### config.mk
export PLATFORM = sky130hd
export DESIGN_NAME = block_unpad_writer
export DESIGN_NICKNAME = d
export VERILOG_FILES = /design/src/rtl/block_unpad_writer.sv
export SDC_FILE = /design/constraint.sdc
export NUM_CORES = 1
export LEC_CHECK = 0
export BUFFER_PORTS_ARGS = -buffer_cell sky130_fd_sc_hd__buf_2
export CORE_MARGIN = 2
export CORE_UTILIZATION = 40
export DETAILED_ROUTE_END_ITERATION = 8
export GPL_TIMING_DRIVEN = 0
export HOLD_SLACK_MARGIN = 0.12
export PLACE_DENSITY_LB_ADDON = 0.1
export SLEW_MARGIN = 20
export SYNTH_ARGS = -nofsm -noshare
export SYNTH_HDL_FRONTEND = slang
export SYNTH_SLANG_ARGS = --single-unit
### constraint.sdc
create_clock -name clk_i -period 2.9 [get_ports clk_i]
set_input_delay 0.58 -clock clk_i [delete_from_list [all_inputs] [get_ports clk_i]]
set_output_delay 0.58 -clock clk_i [all_outputs]
set_load 0.05 [all_outputs]
### src/rtl/block_unpad_writer.sv
// ---------------------------------------------------------------------------
// block_unpad_writer
//
// Takes a stream of 64-bit blocks and writes the first size_i bytes of it
// into a 32-bit-wide message buffer. Each block becomes two word writes:
// the high word (block bytes 0..3) and then the low word (block bytes 4..7).
// Lanes past the end of the message have their byte enables cleared. The
// number of blocks consumed is always floor(size/8)+1. The last block can
// carry zero valid bytes; it is still consumed, but nothing is written.
//
// Ports
//   clk_i        clock; all logic is on its rising edge
//   rst_ni       asynchronous active-low reset
//   start_i      start pulse, sampled only in IDLE
//   size_i       message length in bytes, latched with start_i
//   blk_i        input block, byte 0 at bits 63:56
//   blk_valid_i  block valid
//   blk_ready_o  block ready, high only in WAIT_BLK
//   wr_en_o      buffer write strobe
//   wr_addr_o    32-bit word address
//   wr_data_o    write word; byte address 4*addr+j sits in bits 8j+7:8j
//   wr_be_o      byte enables
//   busy_o       high in every state except IDLE
//   done_o       one-cycle completion pulse
//
// Optional build macro BLOCK_UNPAD_CLEAR_EN:
//   Data lanes whose byte enable is low are driven as zero, and the block
//   register is cleared on entry to DONE. Without the macro, all lanes carry
//   the raw block bytes and the block register keeps its last contents.
//
// state    | meaning
// ---------+-----------------------------------------------------------
// IDLE     | waiting for start_i
// WAIT_BLK | blk_ready_o high, waiting for a block handshake
// WR_HI    | write word 2*blk with block bytes 0..3
// WR_LO    | write word 2*blk+1 with block bytes 4..7, then advance
// DONE     | done_o pulse, back to IDLE
// ---------------------------------------------------------------------------
module block_unpad_writer #(
    parameter int DATA_AW  = 7,
    parameter int BLOCK_AW = DATA_AW - 3
) (
    input  logic                 clk_i,
    input  logic                 rst_ni,
    input  logic                 start_i,
    input  logic [DATA_AW-1:0]   size_i,
    input  logic [63:0]          blk_i,
    input  logic                 blk_valid_i,
    output logic                 blk_ready_o,
    output logic                 wr_en_o,
    output logic [DATA_AW-3:0]   wr_addr_o,
    output logic [31:0]          wr_data_o,
    output logic [3:0]           wr_be_o,
    output logic                 busy_o,
    output logic                 done_o
);

    typedef enum logic [2:0] {
        S_IDLE     = 3'd0,
        S_WAIT_BLK = 3'd1,
        S_WR_HI    = 3'd2,
        S_WR_LO    = 3'd3,
        S_DONE     = 3'd4
    } state_e;

    state_e               state_q, state_d;
    logic [DATA_AW-1:0]   size_q, size_d;
    logic [BLOCK_AW:0]    blk_cnt_q, blk_cnt_d;
    logic [63:0]          blk_q, blk_d;

    logic [BLOCK_AW:0]    final_idx;
    logic                 last_blk;

    // Index of the final block: floor(size/8).
    assign final_idx = (BLOCK_AW+1)'(size_q >> 3);
    assign last_blk  = (blk_cnt_q == final_idx);

    // ------------------------------------------------------------------
    // State and datapath registers
    // ------------------------------------------------------------------
    always_ff @(posedge clk_i or negedge rst_ni) begin
        if (!rst_ni) begin
            state_q   <= S_IDLE;
            size_q    <= '0;
            blk_cnt_q <= '0;
            blk_q     <= '0;
        end else begin
            state_q   <= state_d;
            size_q    <= size_d;
            blk_cnt_q <= blk_cnt_d;
            blk_q     <= blk_d;
        end
    end

    // ------------------------------------------------------------------
    // Next-state logic
    // ------------------------------------------------------------------
    always_comb begin
        state_d   = state_q;
        size_d    = size_q;
        blk_cnt_d = blk_cnt_q;
        blk_d     = blk_q;
        case (state_q)
            S_IDLE: begin
                if (start_i) begin
                    size_d    = size_i;
                    blk_cnt_d = '0;
                    state_d   = S_WAIT_BLK;
                end
            end
            S_WAIT_BLK: begin
                if (blk_valid_i) begin
                    blk_d   = blk_i;
                    state_d = S_WR_HI;
                end
            end
            S_WR_HI: begin
                state_d = S_WR_LO;
            end
            S_WR_LO: begin
                blk_cnt_d = blk_cnt_q + 1'b1;
                if (last_blk) begin
                    state_d = S_DONE;
`ifdef BLOCK_UNPAD_CLEAR_EN
                    blk_d   = '0;
`endif
                end else begin
                    state_d = S_WAIT_BLK;
                end
            end
            S_DONE: begin
                state_d = S_IDLE;
            end
            default: begin
                state_d = S_IDLE;
            end
        endcase
    end

    // ------------------------------------------------------------------
    // Output logic
    // ------------------------------------------------------------------
    logic                 lo_half;
    logic [DATA_AW+1:0]   byte_base;
    logic [31:0]          half_word;

    always_comb begin
        blk_ready_o = 1'b0;
        wr_en_o     = 1'b0;
        wr_addr_o   = '0;
        wr_data_o   = '0;
        wr_be_o     = '0;
        busy_o      = (state_q != S_IDLE);
        done_o      = (state_q == S_DONE);
        lo_half     = (state_q == S_WR_LO);
        // Message byte address of lane 0 for the current write.
        byte_base   = (DATA_AW+2)'({blk_cnt_q, lo_half, 2'b00});
        half_word   = lo_half ? blk_q[31:0] : blk_q[63:32];

        case (state_q)
            S_WAIT_BLK: begin
                blk_ready_o = 1'b1;
            end
            S_WR_HI, S_WR_LO: begin
                wr_addr_o = (DATA_AW-2)'({blk_cnt_q, lo_half});
                for (int k = 0; k < 4; k++) begin
                    // Block byte order is big-endian; buffer lanes are little-endian.
                    wr_be_o[k] = ((byte_base + (DATA_AW+2)'(k)) <
                                  (DATA_AW+2)'(size_q));
`ifdef BLOCK_UNPAD_CLEAR_EN
                    wr_data_o[8*k +: 8] = wr_be_o[k] ? half_word[31-8*k -: 8] : 8'h00;
`else
                    wr_data_o[8*k +: 8] = half_word[31-8*k -: 8];
`endif
                end
                wr_en_o = |wr_be_o;
            end
            default: begin
            end
        endcase
    end

endmodule
---- Yosys cells after proc, flatten, opt, wreduce, memory -nomap -nowiden ----
Index checks and enable logic that the tools add are counted.
W data, S select, Z words.
word-level totals
  bits in registers ....................... 79
  input port bits ......................... 75
  output and inout port bits .............. 45
cells by class
  add/sub/neg operators ................... 4
  order comparisons ....................... 4
  equal/unequal tests ..................... 7
  muxes and demuxes ....................... 12
  reduce and logical (&&, ||, !) cells .... 9
operators with widths
  operator               number
  $mux W32               2
  $lt A9 B7 Y1           3
  $add A8 B2 Y9 const B  2
  $pmux W3 S4            1
  $mux W5                2
  $pmux W5 S2            1
  $add A8 B1 Y9 const B  1
  $mux W3                3
  $lt A8 B7 Y1           1
  $reduce_and A2 Y1      4
  $eq A3 B2 Y1 const B   2
  $add A5 B1 Y5 const B  1
  $eq A5 B4 Y1           1
  $mux W4                1
  $ne A2 B2 Y1 const B   2
  $reduce_or A4 Y1       1
  $eq A3 B1 Y1 const B   1
  $eq A3 B3 Y1 const B   1
  $logic_not A3 Y1       1
  $reduce_bool A3 Y1     1
  $mux W1                2
  $reduce_bool A2 Y1     1
  $reduce_or A2 Y1       1

---- Logic depth before layout (Yosys ltp) ----
Gate-level depths: netlist of run 1.
  depth after elaboration ................. 5
  depth in mapped cells ................... 7
  gate-level depth less buffers ........... 6

---- Least setup slack after synthesis of run 1 ----
OpenSTA, ideal clock, no wires.
  path type ............................... register -> output
  start ................................... reg state_q[0]
  end ..................................... out wr_be_o[0]
  arrival time ............................ 2.797 ns
  slack ................................... -0.477 ns
  cell stages (with the launch flop) ...... 8
  buffers on the path ..................... 1
  cells stage by stage .................... dfrtp_1 buf_2 nand3b_2 inv_1 ha_1 a211oi_1 nor3b_1 nor3b_1
on the way
  longest elaborated chain between the ends .. 3
  elaborated cells between the ends (all ways) .. 5
  classes of those cells .................. 1 x order compare; 2 x eq/ne; 1 x mux; 1 x reduce/logical
RTL lines
  item                                                     RTL line  text
  start, declared                                          66        state_e state_q, state_d;
  start signal, assigned                                   88        state_q <= state_d;
  $eq A3 B2 Y1 (on tied branches)                          155, 160
  $lt A8 B7 Y1 / $reduce_or A2 Y1 (equally long branches)  168, 160
  $mux W4 (*)                                              160       case (state_q)
  end, declared                                            53        output logic [3:0] wr_be_o,
Mark *: on every way between the ends. The rest lies on a longest branch, timed or not.

---- Worst setup path in the final report of run 1 ----
  start ................................... reg blk_cnt_q[3]
  end ..................................... out wr_be_o[2]
on the way
  longest elaborated chain between the ends .. 3
RTL lines
  item                    RTL line  text
  start, declared         68        logic [BLOCK_AW:0] blk_cnt_q, blk_cnt_d;
  start signal, assigned  90        blk_cnt_q <= blk_cnt_d;
  $add A8 B2 Y9           168       wr_be_o[k] = ((byte_base + (DATA_AW+2)'(k)) <
  $lt A9 B7 Y1            168
  $mux W4                 160
Every way passes these cells.

==> key figures, run 1 <==
Timing
  – Final Cycle Share: ~95%
  – Hold_ws: around 0.18 ns
  – Total negative slack: 0 ns
  – Worst slew pin tran: roughly 0.60 ns
  – Final Setup Violations: 0
  – Fin crit period: roughly 2.7 ns
  – Final WS setup: between 0.15 and 0.2 ns
  – Max transition margin: between 50% and 60%
  – Layout Skew: between 0.006 and 0.007 ns
  – Max-slew violations: 0
  – Unrepaired setup endpoints after global routing: no
  – Achievable Freq: between 300 and 400 MHz
  – Fin. Hold Viols: 0

Logic synthesis
  – Syn_area_per_cell: ~13 µm²
  – Ys Warns: 0
  – Syn nets: between 300 and 400
  – Top FF cell, synth: dfrtp_1
  – Yosys top cell area share: between 40% and 50%
  – Cells after synthesis: around 300
  – EDFF count, synth: 0
  – Top cells by area, synth: dfrtp_1 (49%), mux2_4 (18%), mux2i_1 (8.4%)
  – Post-synthesis sequential area ratio: between 40% and 50%
  – Synth unique cells: 34
  – Top post-synthesis cells by count: dfrtp_1 (79), mux2_4 (49), nor2_1 (36), mux2i_1 (34), mux2_2 (16)
  – Cell Area, Synth: 0.00405 mm²
  – #FFs+latches synth: between 70 and 80
  – Most common cell in the netlist: dfrtp_1
  – Synth async-reset ratio: 100%
  – Cell taking the most area after synthesis: dfrtp_1

Hold path
  – Hold/Removal Path Class: input pin to asynchronous set/reset pin

Die
  – Initial Utilization: 41.3%
  – Die W: 105 µm
  – Rows: 36
  – Die H: approximately 100 µm
  – IO Pins: between 100 and 150
  – Core box area: ~0.0098 mm²
  – Die area: about 0.011 mm²

Place
  – Place WS: 0.111 ns
  – Placed Cells: about 560
  – Final HPWL DP: between 6000 and 7000 µm
  – IO Port Bufs: ~120
  – Routability cong.: 0.846

Run status
  – Status: finished, final reports clean

Critical path
  – CP max stage delay: 0.44 ns
  – Top cell family by delay on the critical path: flip-flops
  – Slowest CP cell: dfrtp_1
  – Critical Path RT: about 2.3 ns
  – CP Class: flop to output pin
  – Worst Path Arrival: ~2.2 ns
  – Critical-path cell list: ha_1, a211oi_1, nand2_1, nor2_1, o21a_1, buf_2
  – Critical Path Sink Type: output pin
  – CP startpoint: blk_cnt_q[3]$_DFFE_PN0P_
  – Worst path depth: 6
  – CP max FO: 5
  – Worst Path Buf+Inv: 1
  – Crit Reg-Reg Endpoint: blk_q[11]$_DFFE_PN0P_
  – Worst R2R Path Depth: 6
  – Startpoint types: flop
  – Crit path to: wr_be_o[2]
  – Reg2Reg Launch Point: state_q[2]$_DFFE_PN0P_
  – Register-to-Register Setup Slack: about 1.2 ns

Routing
  – 1st-iter DRT viols: 68
  – WL/cell: 15.6 µm
  – Via density: between 4 and 5
  – Final antenna-violating net count: 0
  – Residual DRC count: 0
  – Pre-Repair DR Iteration Count: 4
  – Vias: around 2800
  – Routed wire length: 9060 µm

Final layout
  – Nets: 526
  – Fillers: about 940
  – Area Overhead vs Synth: 27.4%
  – Share of cells above drive strength 1: between 50% and 60%
  – Antenna cells: 0
  – Reg area: 0.00198 mm²
  – Multi-input logic area: approximately 0.0019 mm²
  – Fin cells: 582

Global route
  – Total GRT Usage: between 15 and 20%
  – Initial antenna violation count: 0
  – First-pass GRT wire length: 15000 µm
  – Largest net degree at the start of global routing: 46
  – Congestion Overflow GR: 0
  – Vias in the first global route: a little under 3000

Job
  – Max Cap Violations: 0

Power
  – Peak supply drop: approximately 0.00056 V
  – Clk pwr share: 14.3%
  – NetSw: 2.95 mW
  – Int Pwr: 3.86 mW
  – Comb power frac: 56.7%
  – Pwr dens: around 1300 mW/mm²
  – Sequential share of power: between 20 and 30%
  – Sw Share: a little over two fifths
  – Leak: roughly 2.7 nW
  – Tot Pwr: 6.82 mW

Clock network
  – CTS tree: yes
  – Clock buffer count from CTS: 9
  – Root Buffer: clkbuf_8
  – Clk_lat worst skew: 0.35 ns
  – # clock sinks: between 70 and 80
  – Htree depth: 3
  – Clock transition at path regs: approximately 0.080 ns
  – Longest Clk Path Bufs: 2
## kinds of logic (layout without fill, tap and decap cells)
group | after synthesis | count (layout) | synth area share (%)
buffers and inverters | 26 | 166 | 5.31
DFF | 79 | 79 | 48.8
and+or+nand+nor | 72 | 72 | 8.80
adders and majority gates | 7 | 7 | 2.16
muxes | 99 | 99 | 31.0
AOI/OAI and AO/OA | 25 | 25 | 3.71
xor gates and xnor gates | 1 | 1 | 0.216
## how the worst min path moves through the flow
stage	depth (start not counted)	start	to	slack, ns
floorplan	0	rst_ni	blk_cnt_q[0]$_DFFE_PN0P_	0.28
global placement	1	blk_q[22]$_DFFE_PN0P_	blk_q[22]$_DFFE_PN0P_	0.49
detailed placement	1	blk_q[35]$_DFFE_PN0P_	blk_q[35]$_DFFE_PN0P_	0.49
CTS	1	rst_ni	size_q[6]$_DFFE_PN0P_	0.19
global route	1	rst_ni	size_q[4]$_DFFE_PN0P_	0.20
finish	1	rst_ni	size_q[4]$_DFFE_PN0P_	0.18
## timing repair
action | CTS | global route
gates resized for setup | 7 | 2
hold endpoints to repair | 0 | 0
endpoints found under the setup margin | 2 | 2
hold buffers | 0 | 0
setup buffers | 3 | 1
pin swaps | 1 | 1
gates cloned | 0 | 0
## metrics by stage
step / instance area [µm²] / util (%)
after global routing: 5160 / 52.5
after floorplan: 4060 / -
final: 5160 / 52.5
after CTS: 5140 / 52.4
after global placement: 4820 / 49.1
after detailed placement: 4850 / 49.4
## layer usage
metal | share of wire, % | vias to the layer above | global-route usage (%)
met1 | 45 | 1335 | 22.0
li1 | - | 1335 | -
met3 | 7.0 | 10 | 5.24
met4 | 1.8 | 0 | 7.14
met2 | 46 | 81 | 27.9
met5 | 0 | - | 0
## state kept, by name, summed over array words and instances (netlist names)
| register | flops |
|---|---|
| blk_cnt_q | 5 |
| state_q | 3 |
| size_q | 7 |
| blk_q | 64 |
## power groups by stage
| stage | Combinational, mW | Clock [mW] | Sequential [mW] |
|---|---|---|---|
| after floorplan | 3.11 | 0 | 1.90 |
| after global placement | 3.76 | 0 | 1.98 |
| after detailed placement | 3.81 | 0 | 1.99 |
| after CTS | 3.88 | 1.00 | 1.98 |
| after global routing | 4.15 | 1.03 | 2.05 |
| final | 3.87 | 0.974 | 1.98 |
## area by class of cell
class | count | share of cell area (%)
Buffer | 17 | 3.64
Clock buffer | 12 | 3.20
Clock inverter | 4 | 1.48
Inverter | 9 | 0.655
Multi-Input combinational cell | 204 | 36.6
Sequential cell | 79 | 38.3
Tap cell | 133 | 3.23
Timing Repair Buffer | 124 | 12.9
## cell usage in the layout, fill, tap and decap left out, drive strengths merged, types with 2 or more instances in the layout
cell type | Yosys | routed
o21ai | 8 | 8
nor3 | 2 | 2
o21a | 4 | 4
nand2 | 14 | 14
and2 | 5 | 5
mux2 | 65 | 65
inv | 9 | 9
buf | 13 | 137
nand3 | 3 | 3
a211oi | 3 | 3
dfrtp | 79 | 79
ha | 7 | 7
mux2i | 34 | 34
nor2b | 2 | 2
bufinv | 0 | 2
clkbuf | 4 | 16
o21bai | 2 | 2
a21oi | 6 | 6
nor2 | 37 | 37
nor3b | 4 | 4
No activity file was read; power rests on OpenSTA's default activity.
==> inputs of run 2 (changes only) <==
Settings changed: GPL_ROUTABILITY_DRIVEN set to 0, RECOVER_POWER set to 100.
==> key figures, run 2 (synthesis results as in run 1) <==
Die
  – Core box area: approximately 0.0098 mm²
  – Rows: 36
  – Die area: 0.0109 mm²
  – Die H: 105 µm
  – IO Pins: 120
  – Die W: approximately 100 µm
  – Initial Utilization: 41.3%

Global route
  – Largest net degree at the start of global routing: 46
  – Congestion Overflow GR: 0
  – Total GRT Usage: 17.4%
  – Initial antenna violation count: 0
  – Vias in the first global route: ~3000
  – First-pass GRT wire length: approximately 15000 µm

Clock network
  – Clock buffer count from CTS: 9
  – Clock transition at path regs: 0.08 ns
  – CTS tree: yes
  – Htree depth: 3
  – # clock sinks: 79
  – Root Buffer: clkbuf_8
  – Longest Clk Path Bufs: 2
  – Clk_lat worst skew: around 0.35 ns

Timing
  – Fin crit period: roughly 2.8 ns
  – Achievable Freq: approximately 360 MHz
  – Layout Skew: 0.00735 ns
  – Final Setup Violations: 0
  – Max transition margin: -28.4%
  – Total negative slack: 0 ns
  – Max-slew violations: 36
  – Fin. Hold Viols: 0
  – Unrepaired setup endpoints after global routing: no
  – Final Cycle Share: between 90 and 100%
  – Worst slew pin tran: 1.93 ns

Final layout
  – Reg area: approximately 0.002 mm²
  – Share of cells above drive strength 1: a little over a third
  – Antenna cells: 0
  – Fillers: 1008
  – Top reg by flops: blk_q
  – Most common cell after layout, fill and taps aside: buf_2
  – Area Overhead vs Synth: 19.2%
  – Max reg flops: 64
  – Multi-input logic area: 0.00169 mm²
  – Top flop regs: blk_q: 64 flops, size_q: 7 flops, blk_cnt_q: 5 flops
  – Most frequent cells in the layout: buf_2 (80), dfrtp_1 (78), mux2_1 (45), nor2_1 (37), mux2i_1 (34)
  – Core Util, Final: approximately half
  – Nets: 526

Routing
  – Residual DRC count: 0
  – 1st-iter DRT viols: between 50 and 60
  – Routed wire length: between 8000 and 9000 µm
  – WL/cell: between 15 and 20 µm
  – Via density: about 4.7
  – Pre-Repair DR Iteration Count: 4
  – Vias: 2761
  – Final antenna-violating net count: 0

Critical path
  – Critical Path RT: 2.32 ns
  – Worst Path Arrival: between 2 and 2.5 ns
  – Register-to-Register Setup Slack: ~0.63 ns
  – Crit Reg-Reg Endpoint: blk_q[3]$_DFFE_PN0P_
  – CP Class: flop to output pin
  – Critical Path Sink Type: output pin
  – CP max FO: 6
  – Startpoint types: flop
  – Worst R2R Path Depth: 6
  – Reg2Reg Launch Point: state_q[2]$_DFFE_PN0P_

Power
  – Comb power frac: a little over half
  – Leak: 2.38 nW
  – Pwr dens: 1300 mW/mm²
  – NetSw: 2.86 mW
  – Int Pwr: around 3.4 mW
  – Clk pwr share: 15.4%
  – Sequential share of power: 31.1%
  – Sw Share: a little under half
  – Peak supply drop: about 0.00056 V

Place
  – Final HPWL DP: ~6400 µm
  – IO Port Bufs: 119

Run status
  – Failing checks: capacitance limit, slew limit
  – Status: finished, violations left

Hold path
  – Min-Delay Path Depth: 3
  – Hold/Removal Path Class: input pin to flop
  – Hold_sp: size_i[1]
  – End point of the worst hold path: size_q[1]$_DFFE_PN0P_

Job
  – Max Cap Violations: 1
-- run 2: cell count changes in the layout (fill, tap and decap cells not counted), moves of 4 or more --
cell / change
mux2_1: +45
mux2_4: -45
buf_2: -39
clkbuf_2: +30
clkbuf_1: +19
buf_12: -5
buf_4: -4
-- run 2: worst max-delay path: stages, from the launching register on --
cell and delay (ns):
dfrtp_2 0.44, nand3b_4 0.17, ha_1 0.33, nor4bb_2 0.26
a211oi_2 0.07, nor3b_1 0.29, nor3b_2 0.08, buf_4 0.20
-- run 2: repair_timing --
item / in CTS / in global routing
hold buffers: 0 / 0
resized for setup: 7 / 2
pin swaps: 1 / 1
buffers inserted: 3 / 1
endpoints found under the hold margin: 0 / 0
cloned: 0 / 0
endpoints found under the setup margin: 2 / 2
-- run 2: worst max-delay path by stage --
stage	from	endpoint
after floorplan	state_q[0]$_DFFE_PN0P_	wr_be_o[0]
after global placement	state_q[0]$_DFFE_PN0P_	wr_be_o[0]
after detailed placement	state_q[0]$_DFFE_PN0P_	wr_be_o[0]
after CTS	state_q[2]$_DFFE_PN0P_	wr_be_o[0]
after global routing	state_q[2]$_DFFE_PN0P_	wr_be_o[0]
final	state_q[2]$_DFFE_PN0P_	wr_be_o[0]
-- run 2: layout make-up --
type | instances | area share (%)
Clock buffer | 12 | 3.42
Timing Repair Buffer | 124 | 12.8
Buffer | 17 | 2.05
Inverter | 9 | 0.699
Clock inverter | 4 | 1.58
Sequential cell | 79 | 41.0
Tap cell | 133 | 3.45
Multi-Input combinational cell | 204 | 35.1
-- run 2: layer usage --
layer,vias to the layer above,global-route usage [%],routed length (µm),part of all wire [%]
met5,-,0,0,0
met4,0,7.14,161,1.8
met3,10,5.24,610,6.9
met2,79,27.9,4110,46
met1,1337,22.0,4030,45
li1,1335,-,-,-
-- run 2: stage by stage --
stage               hold WS, ns  instance area, µm²  instances  power, mW  worst slack, ns
finish                    0.426                4830        582       6.27            0.127
global route              0.428                4830        582       6.70           0.0112
CTS                       0.194                5140        581       6.86           0.0525
detailed placement        0.494                4850        562       5.80            0.111
global placement          0.490                4820        561       5.74           0.0872
floorplan                 0.284                4060        309       5.01          0.00288
-- run 2: power by group through the flow --
stage | logic (mW) | clock network (mW) | registers, mW
finish | 3.35 | 0.968 | 1.95
global route | 3.64 | 1.03 | 2.02
CTS | 3.88 | 1.00 | 1.98
detailed placement | 3.81 | 0 | 1.99
global placement | 3.76 | 0 | 1.98
floorplan | 3.11 | 0 | 1.90
